$ cat src/rtl/biquad8_pole_coeff_loader.sv
// +--------------------------------------------------------------------------+
// | biquad8_pole_coeff_loader                                                |
// | Shadow coefficient set, serial B1 cascade load, single B2 update strobe. |
// | Rev 1.0                                                                  |
// +--------------------------------------------------------------------------+
`default_nettype none

module biquad8_pole_coeff_loader #(
  parameter logic [17:0] INIT_C0       = 18'h0,
  parameter logic [17:0] INIT_C1       = 18'h0,
  parameter logic [17:0] INIT_C2       = 18'h0,
  parameter logic [17:0] INIT_C3       = 18'h0,
  parameter bit          LOAD_ON_RESET = 1'b1
) (
  input  logic        clk,
  input  logic        rst,
  input  logic        wr_i,
  input  logic [1:0]  addr_i,
  input  logic [17:0] dat_i,
  input  logic        commit_i,
  output logic        busy_o,
  output logic        done_o,
  output logic [17:0] coeff_dat_o,
  output logic        coeff_wr_o,
  output logic        coeff_update_o
);

  localparam logic [1:0] c_st_idle   = 2'd0;
  localparam logic [1:0] c_st_shift  = 2'd1;
  localparam logic [1:0] c_st_update = 2'd2;

  logic [1:0]  r_state;
  logic [1:0]  r_cnt;
  logic        r_pending;
  logic [17:0] r_shadow [0:3];
  logic [17:0] r_snap   [0:3];
  logic        r_busy;
  logic        r_done;
  logic        r_wr;
  logic        r_update;
  logic [17:0] r_dat;

  logic        w_go;
  logic [1:0]  w_cnt_nxt;
  logic [1:0]  w_idx_nxt;

  assign w_go      = commit_i | r_pending;
  assign w_cnt_nxt = r_cnt + 2'd1;
  // Next word to present is snapshot[3 - (cnt + 1)].
  assign w_idx_nxt = 2'd2 - r_cnt;

  always_ff @(posedge clk) begin
    if (rst) begin
      r_shadow[0] <= INIT_C0;
      r_shadow[1] <= INIT_C1;
      r_shadow[2] <= INIT_C2;
      r_shadow[3] <= INIT_C3;
    end else if (wr_i) begin
      r_shadow[addr_i] <= dat_i;
    end
  end

  always_ff @(posedge clk) begin
    if (rst) begin
      r_state   <= c_st_idle;
      r_cnt     <= 2'd0;
      r_pending <= LOAD_ON_RESET;
      r_busy    <= 1'b0;
      r_done    <= 1'b0;
      r_wr      <= 1'b0;
      r_update  <= 1'b0;
      r_dat     <= 18'h0;
      for (int i = 0; i < 4; i++) begin
        r_snap[i] <= 18'h0;
      end
    end else begin
      r_done   <= 1'b0;
      r_update <= 1'b0;
      case (r_state)
        c_st_idle: begin
          if (w_go) begin
            // Shadow reads here are pre-write, so a same-cycle write misses this load.
            for (int i = 0; i < 4; i++) begin
              r_snap[i] <= r_shadow[i];
            end
            r_state   <= c_st_shift;
            r_pending <= 1'b0;
            r_cnt     <= 2'd0;
            r_busy    <= 1'b1;
            r_wr      <= 1'b1;
            r_dat     <= r_shadow[3];
          end
        end
        c_st_shift: begin
          if (commit_i) begin
            r_pending <= 1'b1;
          end
          if (r_cnt == 2'd3) begin
            r_state  <= c_st_update;
            r_wr     <= 1'b0;
            r_dat    <= 18'h0;
            r_update <= 1'b1;
            r_done   <= 1'b1;
          end else begin
            r_cnt <= w_cnt_nxt;
            r_dat <= r_snap[w_idx_nxt];
          end
        end
        c_st_update: begin
          if (commit_i) begin
            r_pending <= 1'b1;
          end
          r_state <= c_st_idle;
          r_cnt   <= 2'd0;
          r_busy  <= 1'b0;
        end
        default: begin
          r_state <= c_st_idle;
          r_cnt   <= 2'd0;
          r_busy  <= 1'b0;
          r_wr    <= 1'b0;
          r_dat   <= 18'h0;
        end
      endcase
    end
  end

  assign busy_o         = r_busy;
  assign done_o         = r_done;
  assign coeff_wr_o     = r_wr;
  assign coeff_update_o = r_update;
  assign coeff_dat_o    = r_dat;

endmodule

`default_nettype wire

$ cat config.mk
export PLATFORM = sky130hd
export DESIGN_NAME = biquad8_pole_coeff_loader
export DESIGN_NICKNAME = d
export VERILOG_FILES = /design/src/rtl/biquad8_pole_coeff_loader.sv
export SDC_FILE = /design/constraint.sdc
export NUM_CORES = 1
export LEC_CHECK = 0
export ABC_AREA = 1
export ABC_CLOCK_PERIOD_IN_PS = 7900
export BUFFER_PORTS_ARGS = -buffer_cell sky130_fd_sc_hd__buf_4
export CORE_MARGIN = 5
export CORE_UTILIZATION = 55
export CTS_CLUSTER_DIAMETER = 100
export DETAILED_ROUTE_END_ITERATION = 8
export MAX_ROUTING_LAYER = met4
export PLACE_DENSITY = 0.73
export SLEW_MARGIN = 10
export SYNTH_ARGS = -nofsm -noshare
export SYNTH_HDL_FRONTEND = slang
export SYNTH_SLANG_ARGS = --single-unit
$ cat constraint.sdc
create_clock -name clk -period 7.9 [get_ports clk]
set_input_delay 0.79 -clock clk [delete_from_list [all_inputs] [get_ports clk]]
set_output_delay 0.79 -clock clk [all_outputs]
set_load 0.01 [all_outputs]
======== Yosys cells after proc, flatten, opt, wreduce, memory -nomap -nowiden ========
Memory sizes are Yosys's and may differ from the RTL's.
Index checks and enable logic that the tools add are counted.
storage, ports and cells
  flip-flop bits (word level) ............. 26
  RAM bits ................................ 144
  input port bits ......................... 24
  output and inout port bits .............. 22
  logic and storage cells ................. 69
  memories ................................ 2
operators by class
  $add $sub $neg .......................... 2
  eq/ne operators ......................... 7
  mux-type cells .......................... 33
  bitwise logic cells ..................... 7
  reductions and logical operators ........ 11
memory list
  memory    words  width  rd ports  clocked after Yosys merged registers in  wr ports  line  source
  r_shadow  4      18     4         0                                        4         35    logic [17:0] r_shadow [0:3];
  r_snap    4      18     1         0                                        4         36    logic [17:0] r_snap [0:3];
operators by type and width
  cell                 number
  $mux 18              7
  $pmux 18 s3          1
  $reduce_or 18->1     1
  $mux 1               15
  $mux 2               5
  $pmux 2 s2           2
  $reduce_and 2->1     4
  $ne 2x2->1 const B   3
  $reduce_and 3->1     2
  $or 1x1->1           5
  $eq 2x2->1 const B   2
  $pmux 1 s2           2
  $reduce_or 2->1      2
  $pmux 1 s3           1
  $add 2x1->2 const B  1
  $eq 2x1->1 const B   1
  $logic_not 2->1      1
  $ne 2x1->1 const B   1
  $not 1->1            2
  $reduce_bool 2->1    1
  $sub 2x2->2 const A  1

======== Depth between registers and ports, before layout ========
Gate-level depths: netlist of run 1.
  depth after elaboration ................. 6
  gate-level depth with buffers ........... 9
  gate-level depth less buffers ........... 8

======== Least setup slack after synthesis of run 1 ========
OpenSTA, ideal clock, no wires.
  path type ............................... register to register
  start point ............................. register r_state[0]
  end point ............................... memory r_snap[0][0] (enable)
  setup time .............................. 0.601 ns
  data arrival time ....................... 5.979 ns
  data required time ...................... 7.299 ns
  setup slack ............................. 1.319 ns
  stages on the path, launching flop included .. 6
  path buffers ............................ 1
  period minus slack after synthesis ...... 6.581 ns
  path through ............................ dfxtp_1 -> inv_1 -> ha_1 -> buf_2 -> inv_1 -> o21ai_0
RTL lines
  item                    line  source
  start, declared         32    logic [1:0] r_state;
  start signal, assigned  65    r_state <= c_st_idle;
  start signal, assigned  86    r_state <= c_st_shift;
  start signal, assigned  99    r_state <= c_st_update;
  end, declared           36

==> results of run 1 <==
-- area by class of cell --
cell class / count / share of cell area
well taps: 176 / 0.0266
multi-input cells: 402 / 0.228
repair buffers: 51 / 0.0463
clock inverters: 13 / 0.0127
clock buffers: 19 / 0.0523
flip-flops and latches: 170 / 0.586
inverters: 105 / 0.0488
-- cell families (layout without fill, tap and decap cells) --
family	Yosys count	after routing	share of synthesized area
buffers and inverters	138	188	0.0831
AO/OA/AOI/OAI	32	32	0.0277
AND/OR/NAND/NOR	366	366	0.221
flip-flops	170	170	0.662
adder cells (fa/ha/maj)	4	4	0.00684
-- tightest hold or removal path, delay by kind of cell (launching register included) --
kind / cells / cell delay (ns)
AND/OR/NAND/NOR: 1 / 0.06
AO/OA/AOI/OAI: 1 / 0.05
flip-flops: 1 / 0.31
-- layer usage --
layer  GRT usage  part of all wire
met1       0.260              0.43
met2       0.298              0.47
met3      0.0550             0.084
met4      0.0599             0.013
met5           -                 0
-- stage by stage --
step	hold WS (ns)	worst slack [ns]	power [W]	instance area, um2	std cells
global placement	0.452	5.11	0.00189	7740	904
floorplan	0.443	1.32	0.00174	7320	710
detailed placement	0.459	5.01	0.00191	7740	904
global route	0.486	4.85	0.00279	8270	936
finish	0.467	5.06	0.00265	8270	936
CTS	0.468	5.07	0.00266	8270	936
-- worst max-delay path by stage --
stage / from / endpoint / slack (ns) / cells past startpoint
4_1_cts: r_state[0]$_SDFFE_PP0P_ / r_snap[0][10]$_SDFFCE_PN0P_ / 5.07 / 5
6_report: r_state[0]$_SDFFE_PP0P_ / r_snap[0][13]$_SDFFCE_PN0P_ / 5.06 / 5
2_1_floorplan: r_state[0]$_SDFFE_PP0P_ / r_snap[0][0]$_SDFFCE_PN0P_ / 1.32 / 5
3_5_place_dp: rst / r_shadow[0][10]$_SDFFCE_PN0P_ / 5.01 / 6
5_1_grt: r_state[0]$_SDFFE_PP0P_ / r_snap[0][13]$_SDFFCE_PN0P_ / 4.85 / 5
3_3_place_gp: rst / r_shadow[0][13]$_SDFFCE_PN0P_ / 5.11 / 6
-- state kept, by name, indices dropped and copies added, names as in the netlist --
register        cells
busy_o              1
r_state             2
coeff_update_o      1
coeff_dat_o        18
r_shadow           72
coeff_wr_o          1
r_snap             72
r_pending           1
r_cnt               2
-- cells in the mapped netlist (6+ instances only) --
cell type  instances
buf_4              6
dfxtp_1           26
a21oi_2           10
nor3_1            18
nand3_1           58
inv_1             97
o21ai_0            6
nor2_1           130
buf_2             21
nand2_4           13
edfxtp_1         144
nand2_1          142
inv_2              6
a21oi_1           14
-- report_power, final --
part | total (W) | internal, W | switching, W
registers | 0.00129 | 0.00122 | 0.0000769
clock network | 0.000756 | 0.000429 | 0.000326
logic | 0.000604 | 0.000189 | 0.000414
==> implementation parameters, run 1 <==
Parameter                              Value

Power
  Maximum ir drop on the vdd rail    0.160 mV
  Leakage power    3.70 nW
  Power density over cell area    320 mW/mm2

Synth
  Gate count after technology mapping    710
  Post-synthesis sequential area ratio    0.662
  Post-synthesis sequential element count    170
  Area of the mapped netlist    0.00732 mm2
  Top-area cell type share of the netlist area    0.591
  Yosys top cell by area    edfxtp_1
  Syn nets    738
  Synthesized area per cell    10.3 um2
  Cell types with the largest area share after synthesis    edfxtp_1, nand2_1, dfxtp_1
  Count of warnings emitted by yosys    0
  Unique masters post-synth    26
  Number of enable-type register cells in the synthesized netlist    144
  Prevailing post-synth register cell    edfxtp_1
  Fraction of registers with async set or reset after synthesis    0

Layout
  Ratio of cells with drive above 1 in the final layout    0.153
  Area of the multi-input gates    0.00188 mm2
  Total area of sequential cells    0.00484 mm2
  Final core area utilization    0.630
  Number of fill cells    1,047
  Antenna cells    0
  Highest-count cells in the layout ignoring fill and taps    edfxtp_1, nand2_1, nor2_1, inv_1, nand3_1
  Commonest non-fill, non-tap cell in the layout    edfxtp_1
  Post-layout nets    775
  Synth-to-Final Area Change    13.0%

Clock network
  # clock sinks    170
  Insertion delay to the later sink of the worst-skew pair    0.42 ns
  Clock slew at reported path FFs    0.06 ns
  Deepest clock path buffer count    2
  Buffer count from post-CTS setup fixing    0
  # H-tree levels    4
  Post-cts resize count    0
  Number of CTS-inserted buffers    17
  Cts hold-fix bufs    0
  Clock tree from TritonCTS    done
  Cell at the root of the clock tree    clkbuf_16

Setup path
  Crit-path leading delay family    buffers and inverters
  Critical path class    reg -> reg
  Combined buffer and inverter count along the critical path    3
  Critical path capture point type    flip-flop
  CP Cell Sequence    inv_1 -> ha_1 -> inv_1 -> o21ai_4 -> buf_4
  Reg2Reg Launch Point    r_state[0]$_SDFFE_PP0P_
  Reg2Reg Depth    5
  Flop-to-flop setup slack    5.06 ns
  Cell occurring most often along the worst timing path    inv_1
  Critical path required time    7.94 ns
  CP arrival    2.88 ns
  R2R Path End    r_snap[0][13]$_SDFFCE_PN0P_
  Slowest CP cell    ha_1
  Maximum single-stage delay on the critical path    0.77 ns
  Startpoint Class    flip-flop
  Critical Path Fanout Max    72

Timing
  Clock period minus final worst setup slack    2.84 ns
  Final-report max-slew violation count    0
  Accumulated negative setup slack    0 ns
  Final worst path period share    0.360
  Final count of negative-setup-slack endpoints    0
  Peak Freq    0.352 GHz
  RSZ-0062 raised after global routing    no
  Hold Vio Cnt, Final    0
  Actual slew at the worst max-slew pin    0.947 ns
  Max-Slew Margin vs Limit    0.369
  Clock skew after layout    0.00661 ns

Global routing
  Number of global-route vias before repair    4,682
  Initial antenna violation count    0
  Pin count of the biggest net entering global routing    74
  Total global routing overflow    0
  Global-route wire length before repair    23,400 um
  Combined global-route utilization of all metal layers    0.196

Die
  Horiz. Die Dim    125 um
  Row Count    42
  Area enclosed by the die boundary    0.0157 mm2
  Die Y-Extent    125 um
  Area inside the core boundary    0.0131 mm2
  IO Count    46
  Starting utilization of the core area    0.557

Place
  Port-buffer cells    45
  Final HPWL DP    9080 um
  Final weighted congestion of routability-driven global placement    0.818

Routing
  Post-detailed-routing wire length    14,400 um
  Remaining antenna violation count    0
  Drt first pass iters    6
  Final routed DRC violation total    0
  Via count of the routed design    4,745
  Post-DR wirelength/cell    15.3 um
  1st-iter DRT viols    494
  Vias per inst    5.07

Run status
  Status    completed

Hold path
  Endpoint of the worst hold path    coeff_dat_o[17]$_SDFFE_PP0P_
  Cell depth of the worst hold path    2
  Hold crit path type    reg -> reg
  Hold Crit Start    coeff_dat_o[17]$_SDFFE_PP0P_

Flow run
  Max-capacitance violation count    0
Note: power is estimated with default switching activity, not from simulation.
==> inputs of run 2 (changes only) <==
ABC_AREA = 0   (was 1)
ABC_CLOCK_PERIOD_IN_PS = 2500   (was 7900)
CORE_UTILIZATION = 54   (was 55)
PLACE_DENSITY = 0.75   (was 0.73)
clock period = 2.5 ns   (was 7.9 ns; I/O delays follow)
==> implementation parameters, run 2 <==
Parameter                              Value

Setup path
  Critical path class    reg -> reg
  Critical Path Fanout Max    18 (-75%)
  CP arrival    2.28 ns (-0.60 ns)
  Startpoint of the worst setup timing path    r_state[1]$_SDFFE_PP0P_
  Reg2Reg Launch Point    r_state[1]$_SDFFE_PP0P_
  Startpoint Class    flip-flop
  Critical path required time    2.83 ns (-5.11 ns)
  Critical path capture point type    flip-flop

Die
  IO Count    46 (unchanged)
  Area inside the core boundary    0.0132 mm2 (+0.40%)
  Horiz. Die Dim    126 um (+0.15%)
  Die Y-Extent    126 um (+0.15%)
  Row Count    42 (unchanged)
  Area enclosed by the die boundary    0.0158 mm2 (+0.30%)
  Starting utilization of the core area    0.547 (-0.0106)

Global routing
  Combined global-route utilization of all metal layers    0.194 (-0.00227)
  Total global routing overflow    0 (unchanged)
  Pin count of the biggest net entering global routing    73 (-1.4%)
  Initial antenna violation count    0 (unchanged)
  Global-route wire length before repair    23,300 um (-0.41%)
  Number of global-route vias before repair    4,342 (-7.3%)

Routing
  Drt first pass iters    6 (unchanged)
  1st-iter DRT viols    462 (-6.5%)
  Final routed DRC violation total    0 (unchanged)
  Via count of the routed design    4,247 (-10%)
  Remaining antenna violation count    0 (unchanged)
  Vias per inst    5.73 (+13%)
  Post-DR wirelength/cell    19.3 um (+26%)
  Post-detailed-routing wire length    14,300 um (-0.62%)

Clock network
  Buffer count from post-CTS setup fixing    0 (unchanged)
  Deepest clock path buffer count    2 (unchanged)
  Number of CTS-inserted buffers    17 (unchanged)
  Cell at the root of the clock tree    clkbuf_16
  Post-cts resize count    0 (unchanged)
  Clock tree from TritonCTS    done
  # clock sinks    170 (unchanged)
  Clock slew at reported path FFs    0.06 ns (about the same)
  Cts hold-fix bufs    0 (unchanged)
  # H-tree levels    4 (unchanged)
  Insertion delay to the later sink of the worst-skew pair    0.42 ns (about the same)

Timing
  Peak Freq    0.515 GHz (+46%)
  Clock period minus final worst setup slack    1.94 ns (-0.898 ns)
  Max-Slew Margin vs Limit    0.469 (+0.101)
  Actual slew at the worst max-slew pin    0.794 ns (-0.153 ns)
  Final count of negative-setup-slack endpoints    0 (unchanged)
  Clock skew after layout    0.00813 ns (+0.00152 ns)
  Final worst path period share    0.777 (+0.417)
  Accumulated negative setup slack    0 ns (unchanged)
  RSZ-0062 raised after global routing    no
  Final-report max-slew violation count    0 (unchanged)
  Hold Vio Cnt, Final    0 (unchanged)

Place
  Final weighted congestion of routability-driven global placement    0.866 (+5.8%)
  Final HPWL DP    9150 um (+0.76%)
  Port-buffer cells    45 (unchanged)

Layout
  Highest-count cells in the layout ignoring fill and taps    edfxtp_1, and2_1, and3_1, buf_4, mux2i_1
  Ratio of cells with drive above 1 in the final layout    0.188 (+0.0350)
  Synth-to-Final Area Change    14.6%
  Post-layout nets    581 (-25%)
  Commonest non-fill, non-tap cell in the layout    edfxtp_1
  Antenna cells    0 (unchanged)

Synth
  Fraction of registers with async set or reset after synthesis    0 (unchanged)
  Post-synthesis sequential element count    170 (unchanged)
  Syn nets    544 (-26%)
  Prevailing post-synth register cell    edfxtp_1
  Top cell types by occurrence after synthesis    edfxtp_1, and2_1, and3_1
  Area of the mapped netlist    0.00721 mm2 (-1.5%)
  Synthesized area per cell    14.0 um2 (+36%)
  Most frequently used cell type in the post-synthesis netlist    edfxtp_1
  Gate count after technology mapping    516 (-27%)
  Top-area cell type share of the netlist area    0.600 (+0.00902)
  Yosys top cell by area    edfxtp_1
  Unique masters post-synth    37 (+42%)
  Number of enable-type register cells in the synthesized netlist    144 (unchanged)
  Count of warnings emitted by yosys    0 (unchanged)
  Cell types with the largest area share after synthesis    edfxtp_1, dfxtp_1, and2_1
  Post-synthesis sequential area ratio    0.672 (+0.0101)

Run status
  Status    completed

Power
  Leakage power    3.24 nW (-12%)
  Power after layout    0.00848 W (+220%)
  Maximum ir drop on the vdd rail    0.524 mV (+230%)
  Power density over cell area    1030 mW/mm2 (+220%)

Flow run
  Max-capacitance violation count    0 (unchanged)

Hold path
  Hold crit path type    in -> reg
  Hold Crit Start    rst
## run 2: metrics by stage
| stage | cells | setup WS (ns) | instance area, um2 | hold slack, ns | utilization |
|---|---|---|---|---|---|
| finish | 741 | 0.558 | 8260 | 0.116 | 0.627 |
| global route | 741 | 0.459 | 8260 | 0.118 | 0.627 |
| CTS | 741 | 0.537 | 8260 | 0.102 | 0.627 |
| detailed placement | 710 | 0.547 | 7720 | 0.473 | 0.585 |
| global placement | 710 | 0.682 | 7720 | 0.459 | 0.585 |
| floorplan | 516 | 0.210 | 7210 | 0.448 | - |
## run 2: layout make-up
| type | instances | area, um2 |
|---|---|---|
| Clock inverter | 11 | 105 |
| Tap cell | 176 | 220 |
| Fill cell | 956 | 4930 |
| Inverter | 3 | 11.3 |
| Timing Repair Buffer | 59 | 468 |
| Sequential cell | 170 | 4850 |
| Multi-Input combinational cell | 302 | 2180 |
| Clock buffer | 20 | 437 |
## run 2: critical path, cell delays in order (launching register included)
cell and delay [ns]:
dfxtp_1 0.33, inv_1 0.08, ha_1 0.28, or3b_1 0.68, o22a_1 0.32, o211ai_1 0.17
## run 2: worst paths after layout
| path | slack, ns | cells after the start | to |
|---|---|---|---|
| max | 0.56 | 5 | coeff_dat_o[12]$_SDFFE_PP0P_ |
| min | 0.12 | 2 | r_cnt[0]$_SDFFE_PP0P_ |
| min reg2reg | 0.48 | 2 | coeff_wr_o$_SDFFE_PP0P_ |
| max reg2reg | 0.56 | 5 | coeff_dat_o[12]$_SDFFE_PP0P_ |
## run 2: report_power, final
group          internal, W  leakage (nW)  total (W)  switching, W
clock              0.00144         0.266    0.00245       0.00100
combinational     0.000746          1.25    0.00191       0.00116
sequential         0.00388          1.72    0.00413      0.000243
## run 2: routing by layer
metal  track usage  wire [um]  vias to the layer above
met5             -          0                        -
met4        0.0561        200                        0
met3        0.0499        793                       23
met2         0.290       6720                      111
met1         0.265       6560                     2102
li1              -          -                     2011
## run 2: cells by family (layout without fill, tap and decap cells)
kind of cell,count (synthesis),count (layout),synth area share
AND/OR/NAND/NOR,196,196,0.168
buffers and inverters,44,93,0.0267
adder cells (fa/ha/maj),4,4,0.00694
flip-flops,170,170,0.672
AO/OA/AOI/OAI,66,66,0.0767
multiplexers,36,36,0.0500
